`src/rtl/fetch_pkg.sv`:
```
`default_nettype none
// ============================================================================
// Module      : fetch_pkg
// Description : Shared types and constants for the instruction fetch stage
//               and the control unit: fetch FSM states, the canonical NOP
//               word and the bit positions of the instruction fields.
// Revision    : 1.0 - initial release
// ============================================================================
package fetch_pkg;

    // Fetch sequencer states
    typedef enum logic [1:0] {
        BOOT  = 2'd0,
        REQ   = 2'd1,
        HOLD  = 2'd2,
        FAULT = 2'd3
    } fetch_state_t;

    // addi x0, x0, 0
    localparam logic [31:0] NOP = 32'h0000_0013;

    // Instruction field LSB positions
    localparam int OPC_LSB = 0;
    localparam int RD_LSB  = 7;
    localparam int F3_LSB  = 12;
    localparam int RS1_LSB = 15;
    localparam int RS2_LSB = 20;
    localparam int F7_LSB  = 25;

endpackage : fetch_pkg
`default_nettype wire

```
`src/rtl/fetch_unit.sv`:
```
`default_nettype none
// ============================================================================
// Module      : fetch_unit
// Description : Instruction fetch stage. Holds the PC, issues word reads over
//               a req/ack handshake with arbitrary wait states, captures the
//               returned instruction and presents it split into fields.
//               Accepts redirects and stalls from downstream.
// Ports       : clk, rst_n                  - clock / async active-low reset
//               imem_req/addr/ack/rdata/err - instruction memory handshake
//               redirect, redirect_pc       - branch/jump redirect
//               stall                       - downstream back-pressure
//               inst_valid, inst, pc, pc_plus4, opCode, funct3, funct7,
//               rs1, rs2, rd                - held instruction and fields
//               fetch_fault                 - sticky fault flag
// Revision    : 1.0 - initial release
// ============================================================================
module fetch_unit
    import fetch_pkg::*;
#(
    parameter int unsigned     XLEN     = 32,
    parameter logic [XLEN-1:0] RESET_PC = {XLEN{1'b0}}
) (
    input  logic            clk,
    input  logic            rst_n,
    output logic            imem_req,
    output logic [XLEN-1:0] imem_addr,
    input  logic            imem_ack,
    input  logic [31:0]     imem_rdata,
    input  logic            imem_err,
    input  logic            redirect,
    input  logic [XLEN-1:0] redirect_pc,
    input  logic            stall,
    output logic            inst_valid,
    output logic [31:0]     inst,
    output logic [XLEN-1:0] pc,
    output logic [XLEN-1:0] pc_plus4,
    output logic [6:0]      opCode,
    output logic [2:0]      funct3,
    output logic [6:0]      funct7,
    output logic [4:0]      rs1,
    output logic [4:0]      rs2,
    output logic [4:0]      rd,
    output logic            fetch_fault
);

    fetch_state_t    state_q,  state_d;
    logic [XLEN-1:0] addr_q,   addr_d;    // address of the outstanding request
    logic [XLEN-1:0] target_q, target_d;  // redirect target parked until ack
    logic            kill_q,   kill_d;    // outstanding request is stale
    logic [31:0]     inst_q,   inst_d;
    logic [XLEN-1:0] pc_q,     pc_d;

    logic            w_bad_target;
    logic [XLEN-1:0] w_pc_plus4;

    assign w_bad_target = redirect && (redirect_pc[1:0] != 2'b00);
    assign w_pc_plus4   = pc_q + {{(XLEN-3){1'b0}}, 3'b100};

    always_ff @(posedge clk or negedge rst_n) begin
        if (!rst_n) begin
            state_q  <= BOOT;
            addr_q   <= RESET_PC;
            target_q <= RESET_PC;
            kill_q   <= 1'b0;
            inst_q   <= NOP;
            pc_q     <= RESET_PC;
        end else begin
            state_q  <= state_d;
            addr_q   <= addr_d;
            target_q <= target_d;
            kill_q   <= kill_d;
            inst_q   <= inst_d;
            pc_q     <= pc_d;
        end
    end

    always_comb begin
        state_d  = state_q;
        addr_d   = addr_q;
        target_d = target_q;
        kill_d   = kill_q;
        inst_d   = inst_q;
        pc_d     = pc_q;
        case (state_q)
            BOOT: state_d = REQ;
            REQ: begin
                if (w_bad_target) begin
                    state_d = FAULT;
                end else if (imem_ack) begin
                    if (redirect) begin
                        // Completing transaction is superseded: re-request at
                        // the new target straight away, nothing left to kill.
                        addr_d = redirect_pc;
                        kill_d = 1'b0;
                    end else if (kill_q) begin
                        // Stale data (and any error with it) is dropped.
                        addr_d = target_q;
                        kill_d = 1'b0;
                    end else if (imem_err) begin
                        state_d = FAULT;
                    end else begin
                        inst_d  = imem_rdata;
                        pc_d    = addr_q;
                        state_d = HOLD;
                    end
                end else if (redirect) begin
                    // The bus address must not move mid-transaction, so the
                    // target waits here; a later redirect overwrites it.
                    target_d = redirect_pc;
                    kill_d   = 1'b1;
                end
            end
            HOLD: begin
                if (redirect) begin
                    if (w_bad_target) begin
                        state_d = FAULT;
                    end else begin
                        addr_d  = redirect_pc;
                        state_d = REQ;
                    end
                end else if (!stall) begin
                    addr_d  = w_pc_plus4;
                    state_d = REQ;
                end
            end
            FAULT: state_d = FAULT;
            default: state_d = FAULT;
        endcase
    end

    assign imem_req    = (state_q == REQ);
    assign imem_addr   = addr_q;
    assign inst_valid  = (state_q == HOLD);
    assign fetch_fault = (state_q == FAULT);
    assign inst        = inst_q;
    assign pc          = pc_q;
    assign pc_plus4    = w_pc_plus4;

    assign opCode = inst_q[OPC_LSB +: 7];
    assign funct3 = inst_q[F3_LSB  +: 3];
    assign funct7 = inst_q[F7_LSB  +: 7];
    assign rs1    = inst_q[RS1_LSB +: 5];
    assign rs2    = inst_q[RS2_LSB +: 5];
    assign rd     = inst_q[RD_LSB  +: 5];

endmodule : fetch_unit
`default_nettype wire

```
`config.mk`:
```
export PLATFORM = sky130hd
export DESIGN_NAME = fetch_unit
export DESIGN_NICKNAME = d
export VERILOG_FILES = /design/src/rtl/fetch_pkg.sv /design/src/rtl/fetch_unit.sv
export SDC_FILE = /design/constraint.sdc
export NUM_CORES = 1
export LEC_CHECK = 0
export CAP_MARGIN = 20
export CORE_MARGIN = 8
export CORE_UTILIZATION = 49
export CTS_CLUSTER_SIZE = 30
export DETAILED_ROUTE_END_ITERATION = 8
export PLACE_DENSITY_LB_ADDON = 0.05
export SYNTH_ARGS = -nofsm -noshare
export SYNTH_HDL_FRONTEND = slang
export SYNTH_SLANG_ARGS = --single-unit
```
`constraint.sdc`:
```
create_clock -name clk -period 6 [get_ports clk]
set_input_delay 1.2 -clock clk [delete_from_list [all_inputs] [get_ports clk]]
set_output_delay 1.2 -clock clk [all_outputs]
set_load 0.02 [all_outputs]
```
# Word level (Yosys, flattened, before mapping)
# Index checks and enable logic that the tools add are counted.
# W data, S select, Z words.
[totals] input_bits=70 mem_bits_ro=0 mem_bits_rw=0 reg_bits=131 latchBits=0 mem_count=0
[op_classes] n_div=0 n_reduce_logical=10 multipliers=0 n_bitwise=5 n_lt_le_gt_ge=0 shift=0 addsub=1 muxes=19 eq_ne=11
[ops] cell="$mux W32" count=7
[ops] cell="$pmux W32 S2" count=1
[ops] cell="$add A32 B3 Y32 const B" count=1
[ops] cell="$mux W2" count=7
[ops] cell="$reduce_and A6 Y1" count=2
[ops] cell="$pmux W2 S4" count=1
[ops] cell="$reduce_and A4 Y1" count=2
[ops] cell="$ne A3 B1 Y1 const B" count=2
[ops] cell="$ne A3 B2 Y1 const B" count=2
[ops] cell="$ne A3 B3 Y1 const B" count=2
[ops] cell="$reduce_bool A2 Y1" count=3
[ops] cell="$not A1 Y1" count=5
[ops] cell="$eq A2 B2 Y1 const B" count=2
[ops] cell="$mux W1" count=3
[ops] cell="$reduce_and A3 Y1" count=1
[ops] cell="$eq A2 B1 Y1 const B" count=1
[ops] cell="$logic_not A2 Y1" count=1
[ops] cell="$ne A2 B1 Y1 const B" count=1
[ops] cell="$ne A2 B2 Y1 const B" count=1
[ops] cell="$logic_and A1 B1 Y1" count=1

# Longest topological paths before layout
# Gate-level depths: netlist (run 1).
[logic_depth] word_depth=6 mapped_depth=7 ltp_nobuf=6

# Worst setup path before layout (run 1)
# OpenSTA, ideal clock, no wires.
[synth_path] path_type="flip-flop to output port" startpoint="reg pc_q[5] (netlist: pc[5])" endpoint="out pc_plus4[28]" path_buffers=1 path_slack_ns=2.639 arrival_ns=2.161 path_stages_with_launch=6 path_cell_list="dfrtp_1 -> nand4_2 -> or4_4 -> buf_6 -> or3_4 -> xnor2_1"
[synth_via] elab_chain_cells=1
[synth_rtl] item="start, declared" line="fetch_unit.sv:51" rtl="logic [XLEN-1:0] pc_q, pc_d;"
[synth_rtl] item="start signal, assigned" line="fetch_unit.sv:73" rtl="pc_q <= pc_d;"
[synth_rtl] item="$add A32 B3 Y32" line="fetch_unit.sv:57" rtl="assign w_pc_plus4 = pc_q + {{(XLEN-3){1'b0}}, 3'b100};"
[synth_rtl] item="end, declared" line="fetch_unit.sv:36" rtl="output logic [XLEN-1:0] pc_plus4,"
# No other way between the ends.

# Final worst setup path (run 1)
[layout_path] startpoint="reg pc_q[2] (netlist: pc[2])" endpoint="out pc_plus4[30]"
# The elaborated chain is that of the path after synthesis.

==> results of run 1 <==
## Yosys cell counts, types with 5 or more instances
master	number	area (µm²)
dfrtp_1	128	3200
and4_1	5	43.8
and2_1	10	62.6
nand3_1	14	70.1
nor3_1	6	30.0
buf_1	6	22.5
xnor2_1	20	175
nor2_1	48	180
buf_2	6	30.0
nand4_1	9	56.3
o21ai_0	21	105
nand2b_1	6	37.5
nand2_1	61	229
clkbuf_1	19	71.3
mux2i_1	8	80.1
a21oi_1	25	125
mux2_2	94	1060
buf_4	34	255
a31oi_1	8	50.1
and3_1	6	37.5
xor2_1	6	52.6
inv_1	11	41.3
## sequential cells by signal (all words and copies together), names as in the netlist
name / count
inst: 32
kill_q: 1
imem_addr: 32
pc: 32
target_q: 32
state_q: 2
## cell type report
class	count	share of cell area
timing repair buffer	241	0.252
clock inverter	5	0.00794
sequential	131	0.347
tap	176	0.0233
multi-input combinational	413	0.314
clock buffer	27	0.0511
inverter	11	0.00437
## final timing paths
path	start	endpoint	slack, ns
setup / recovery	pc[2]	pc_plus4[30]	1.55
hold / removal	target_q[13]	target_q[13]	0.49
setup reg to reg	state_q[0]	imem_addr[29]	2.99
hold reg to reg	target_q[13]	target_q[13]	0.49
max in group asynchronous	rst_n	inst[4]	4.06
min in group asynchronous	rst_n	target_q[22]	0.86
## logic make-up after synthesis
kind of cell               Yosys count  synth area share
buffers and inverters               77            0.0647
adders and majority gates            1           0.00187
DFF                                131             0.492
AOI/OAI and AO/OA                   98            0.0975
muxes                              102             0.171
xor gates and xnor gates            26            0.0341
and+or+nand+nor                    186             0.139
## where the power goes
group	switching [µW]	total, µW	internal, µW
Sequential	96.4	1080	982
Clock	354	986	631
Combinational	303	623	320
Total	753	2690	1930
## critical path, delay by kind of cell, from the launching register on
family,cells,cell delay [ns]
buf+inv,1,0.61
fa+ha+maj,1,0.29
simple gates,5,1.51
flops,1,0.43
## stage by stage
step            util  power [µW]  hold slack, ns  worst slack (ns)
3_5_place_dp   0.669        1720           0.476              1.97
6_report       0.711        2690           0.489              1.55
4_1_cts        0.711        2710           0.492              1.56
2_1_floorplan      -        1380           0.443              2.64
3_3_place_gp   0.669        1700           0.465              2.12
5_1_grt        0.711        2800           0.507              1.36
## layer usage
| metal | GRT usage | share of wire | vias up |
|---|---|---|---|
| met2 | 0.395 | 0.50 | 210 |
| met3 | 0.0772 | 0.080 | 37 |
| met1 | 0.270 | 0.40 | 2793 |
| li1 | - | - | 2557 |
| met5 | 0 | 0 | - |
| met4 | 0.0946 | 0.020 | 0 |
==> summary.txt, run 1 <==
Timing
  • F_max: 225 MHz
  • Least-Margin Pin Slew: 1.01 ns
  • Slew Limit Fails: 0
  • Final Critical Period: 4.45 ns
  • Hold Fails Final Rpt: 0
  • Slew headroom: 0.326
  • Final Setup Violations: 0
  • Final period utilization: 0.742
  • RSZ-0062 raised after global routing: false
  • Clock Skews: 0.00725 ns
  • Setup TNS: 0 ns

Clock network
  • Clock transition at path regs: 0.05 ns
  • CTS tree: built
  • Clock Tree Root: clkbuf_16
  • Cts hold-fix bufs: 0
  • Num CTS Buffers: 17
  • Postcts setup bufs: 0
  • Htree depth: 4
  • Resized Gates After CTS: 0
  • CTS sink cnt: 131
  • Longest Clk Path Bufs: 2
  • Clk Latency, worst-skew pair: 0.41 ns

Detailed routing
  • Routed len/inst: 20.4 µm
  • DRC violations left: 0
  • Via/cell ratio: 5.57
  • DRT antenna net count: 0
  • Final wirelength: 20.5 mm
  • Initial DRT Pass Iterations: 5
  • Via count: 5597
  • Drt initial violations: 325

Die
  • FP Rows: 42
  • Initial Utilization: 0.502
  • IO Pins: 233
  • Core area: 13300 µm²
  • Die area: 17600 µm²
  • Die H: 133 µm
  • Die W: 133 µm

Yosys
  • Cell Area, Synth: 6670 µm²
  • Syn avg cell area: 10.7 µm²
  • Synth Flop Type: dfrtp_1
  • Syn. warnings: 0
  • Number of synthesized register bits: 131
  • Number of distinct library cells after synthesis: 62
  • Ys async rst share: 1.00
  • Cell count after synthesis: 621
  • Post-synth EDFFs: 0
  • Syn Nets: 692
  • Register area share after synthesis: 0.492

Power and ir drop
  • Maximum VDD drop: 0.000187 V
  • Pwr/cell area: 284 nW/µm²
  • Leakage power: 0.00415 µW

Global route
  • Vias in the first global route: 6034
  • GRT Util Overall: 0.235
  • Largest net degree at the start of global routing: 97
  • First-pass GRT wire length: 33.0 mm
  • Total gr overflow: 0
  • Initial antenna violation count: 0

Finish
  • Fillers: 987
  • Most frequent cells in the layout: 230 x clkdlybuf4s50_1, 128 x dfrtp_1, 94 x mux2_2
  • Final instance area: 9450 µm²
  • Layout cells sized above 1: 0.179
  • N_diodes: 0
  • Most common library cell in the layout ignoring fill and taps: clkdlybuf4s50_1
  • Layout area overhead: 41.6%
  • Multi-input logic area: 2960 µm²
  • Reg area: 3280 µm²
  • NumNets Final: 886
  • Finished Layout Cells: 1004

Placed design
  • Placed insts: 972
  • Final Wtd Congestion: 0.835
  • Area post-placement: 8890 µm²
  • I/O Buffers: 232
  • Post-DP HPWL: 14.8 mm

Setup path
  • Crit path capture type: primary output
  • Worst EP arrival: 3.25 ns
  • Critical path launch point type: register
  • Crit-path cells: ha_1, and4_1, nand4_1, or4_1, or3_1, nand2_1, clkdlybuf4s50_1
  • Worst r2r path cells: 6
  • Critical-path top delay cell: clkdlybuf4s50_1
  • CP required: 4.80 ns
  • CP max FO: 6
  • CP max stage delay: 0.61 ns
  • Critical path class: reg -> out

Job
  • Max-Cap Viols: 0

Min path
  • Hold path cells: 2
  • Worst min path class: reg -> reg

Run status
  • Status: finished, final reports clean
No activity file was read; power rests on OpenSTA's default activity.
==> run 2, diff against run 1 <==
- CORE_UTILIZATION: 49 -> 41
- clock period: 6 -> 3.6 ns (I/O delays scaled with it)
==> summary.txt, run 2 (synthesized netlist as in run 1, its figures left out) <==
Setup path
  • Critical path launch point type: register
  • Bufs and invs on worst path: 1
  • CP most frequent cell: and4_1
  • Critical path class: reg -> out
  • Critical path's top delay family: simple AND/OR/NAND/NOR gates
  • Crit-path cells: ha_1, and4_1, and4_1, nand3_1, xnor2_1, clkdlybuf4s50_1
  • Critical-path top delay cell: clkdlybuf4s50_1
  • CP max FO: 6
  • Worst EP arrival: 2.77 ns
  • CP max stage delay: 0.64 ns
  • CP required: 2.88 ns
  • Crit path capture type: primary output

Finish
  • Final instance area: 9670 µm²
  • Most common library cell in the layout ignoring fill and taps: clkdlybuf4s50_1
  • NumNets Final: 896
  • Layout area overhead: 44.9%
  • Finished Layout Cells: 1054
  • Core Util, Final: 0.609
  • Layout cells sized above 1: 0.205
  • N_diodes: 0
  • Most frequent cells in the layout: 222 x clkdlybuf4s50_1, 126 x dfrtp_1, 94 x mux2_2

Timing
  • Clock Skews: 0.00738 ns
  • Setup TNS: 0 ns
  • Slew headroom: 0.383
  • F_max: 287 MHz
  • Final period utilization: 0.969
  • Hold Fails Final Rpt: 0
  • Smallest hold slack: 0.309 ns
  • Final Critical Period: 3.49 ns
  • Slew Limit Fails: 0
  • Least-Margin Pin Slew: 0.925 ns
  • RSZ-0062 raised after global routing: false
  • Final Setup Violations: 0

Clock network
  • Postcts setup bufs: 0
  • Htree depth: 4
  • Clock transition at path regs: 0.06 ns
  • Num CTS Buffers: 17
  • Cts hold-fix bufs: 0
  • CTS tree: built
  • CTS sink cnt: 131
  • Longest Clk Path Bufs: 2
  • Clk Latency, worst-skew pair: 0.42 ns
  • Clock Tree Root: clkbuf_16

Global route
  • Initial antenna violation count: 0
  • Total gr overflow: 0
  • First-pass GRT wire length: 32.9 mm
  • Vias in the first global route: 5879
  • Largest net degree at the start of global routing: 80
  • GRT Util Overall: 0.208

Power and ir drop
  • Leakage power: 0.00432 µW
  • Maximum VDD drop: 0.000328 V
  • Pwr/cell area: 483 nW/µm²

Die
  • Initial Utilization: 0.420
  • Die H: 144 µm
  • FP Rows: 46
  • IO Pins: 233
  • Core area: 15900 µm²
  • Die area: 20600 µm²
  • Die W: 144 µm

Placed design
  • Placed insts: 1022
  • Post-DP HPWL: 15.5 mm
  • I/O Buffers: 232
  • Final Wtd Congestion: 0.861
  • Area post-placement: 9030 µm²

Job
  • Max-Cap Viols: 0

Detailed routing
  • Via/cell ratio: 5.25
  • Routed len/inst: 20.0 µm
  • DRT antenna net count: 0
  • Via count: 5534
  • Drt initial violations: 325
  • Initial DRT Pass Iterations: 4
  • DRC violations left: 0
  • Final wirelength: 21.0 mm

Min path
  • Worst min path class: in -> async

Run status
  • Status: finished, final reports clean
run 2: power breakdown:
part / internal, µW / switching [µW] / total, µW
clock: 1170 / 665 / 1840
combinational: 536 / 510 / 1050
sequential: 1640 / 150 / 1790
total: 3350 / 1320 / 4670
run 2: final timing paths:
check / from / to / slack, ns / cells after the start
max in group asynchronous: rst_n / inst[4] / 2.47 / 2
setup / recovery: pc[2] / pc_plus4[16] / 0.11 / 6
setup reg to reg: state_q[1] / inst[9] / 1.33 / 6
hold / removal: rst_n / inst[16] / 0.31 / 1
min in group clk: target_q[1] / target_q[1] / 0.49 / 1
hold reg to reg: target_q[1] / target_q[1] / 0.49 / 1
run 2: layer usage:
metal / up-vias / wire length (µm) / global-route usage
li1: 2577 / - / -
met1: 2756 / 8780 / 0.253
met2: 179 / 10300 / 0.341
met3: 22 / 1690 / 0.0713
met4: 0 / 272 / 0.0642
met5: - / 0 / 0
run 2: area by class of cell:
class | instances | area (µm²)
clock inverters | 14 | 185
fillers | 1351 | 6210
clock buffers | 18 | 439
repair buffers | 251 | 2470
flip-flops and latches | 131 | 3280
well taps | 216 | 270
multi-input cells | 413 | 2980
inverters | 11 | 41.3
run 2: metrics by stage:
stage               setup WS, ns  power (µW)
floorplan                  0.719        2290
global placement           0.286        2850
detailed placement         0.208        2870
CTS                       0.0245        4720
global route              0.0133        4860
finish                     0.113        4670
run 2: repair_timing:
item / in CTS / in global routing
resized for setup: 6 / 9
hold endpoints to repair: 0 / 0
endpoints found under the setup margin: 5 / 10
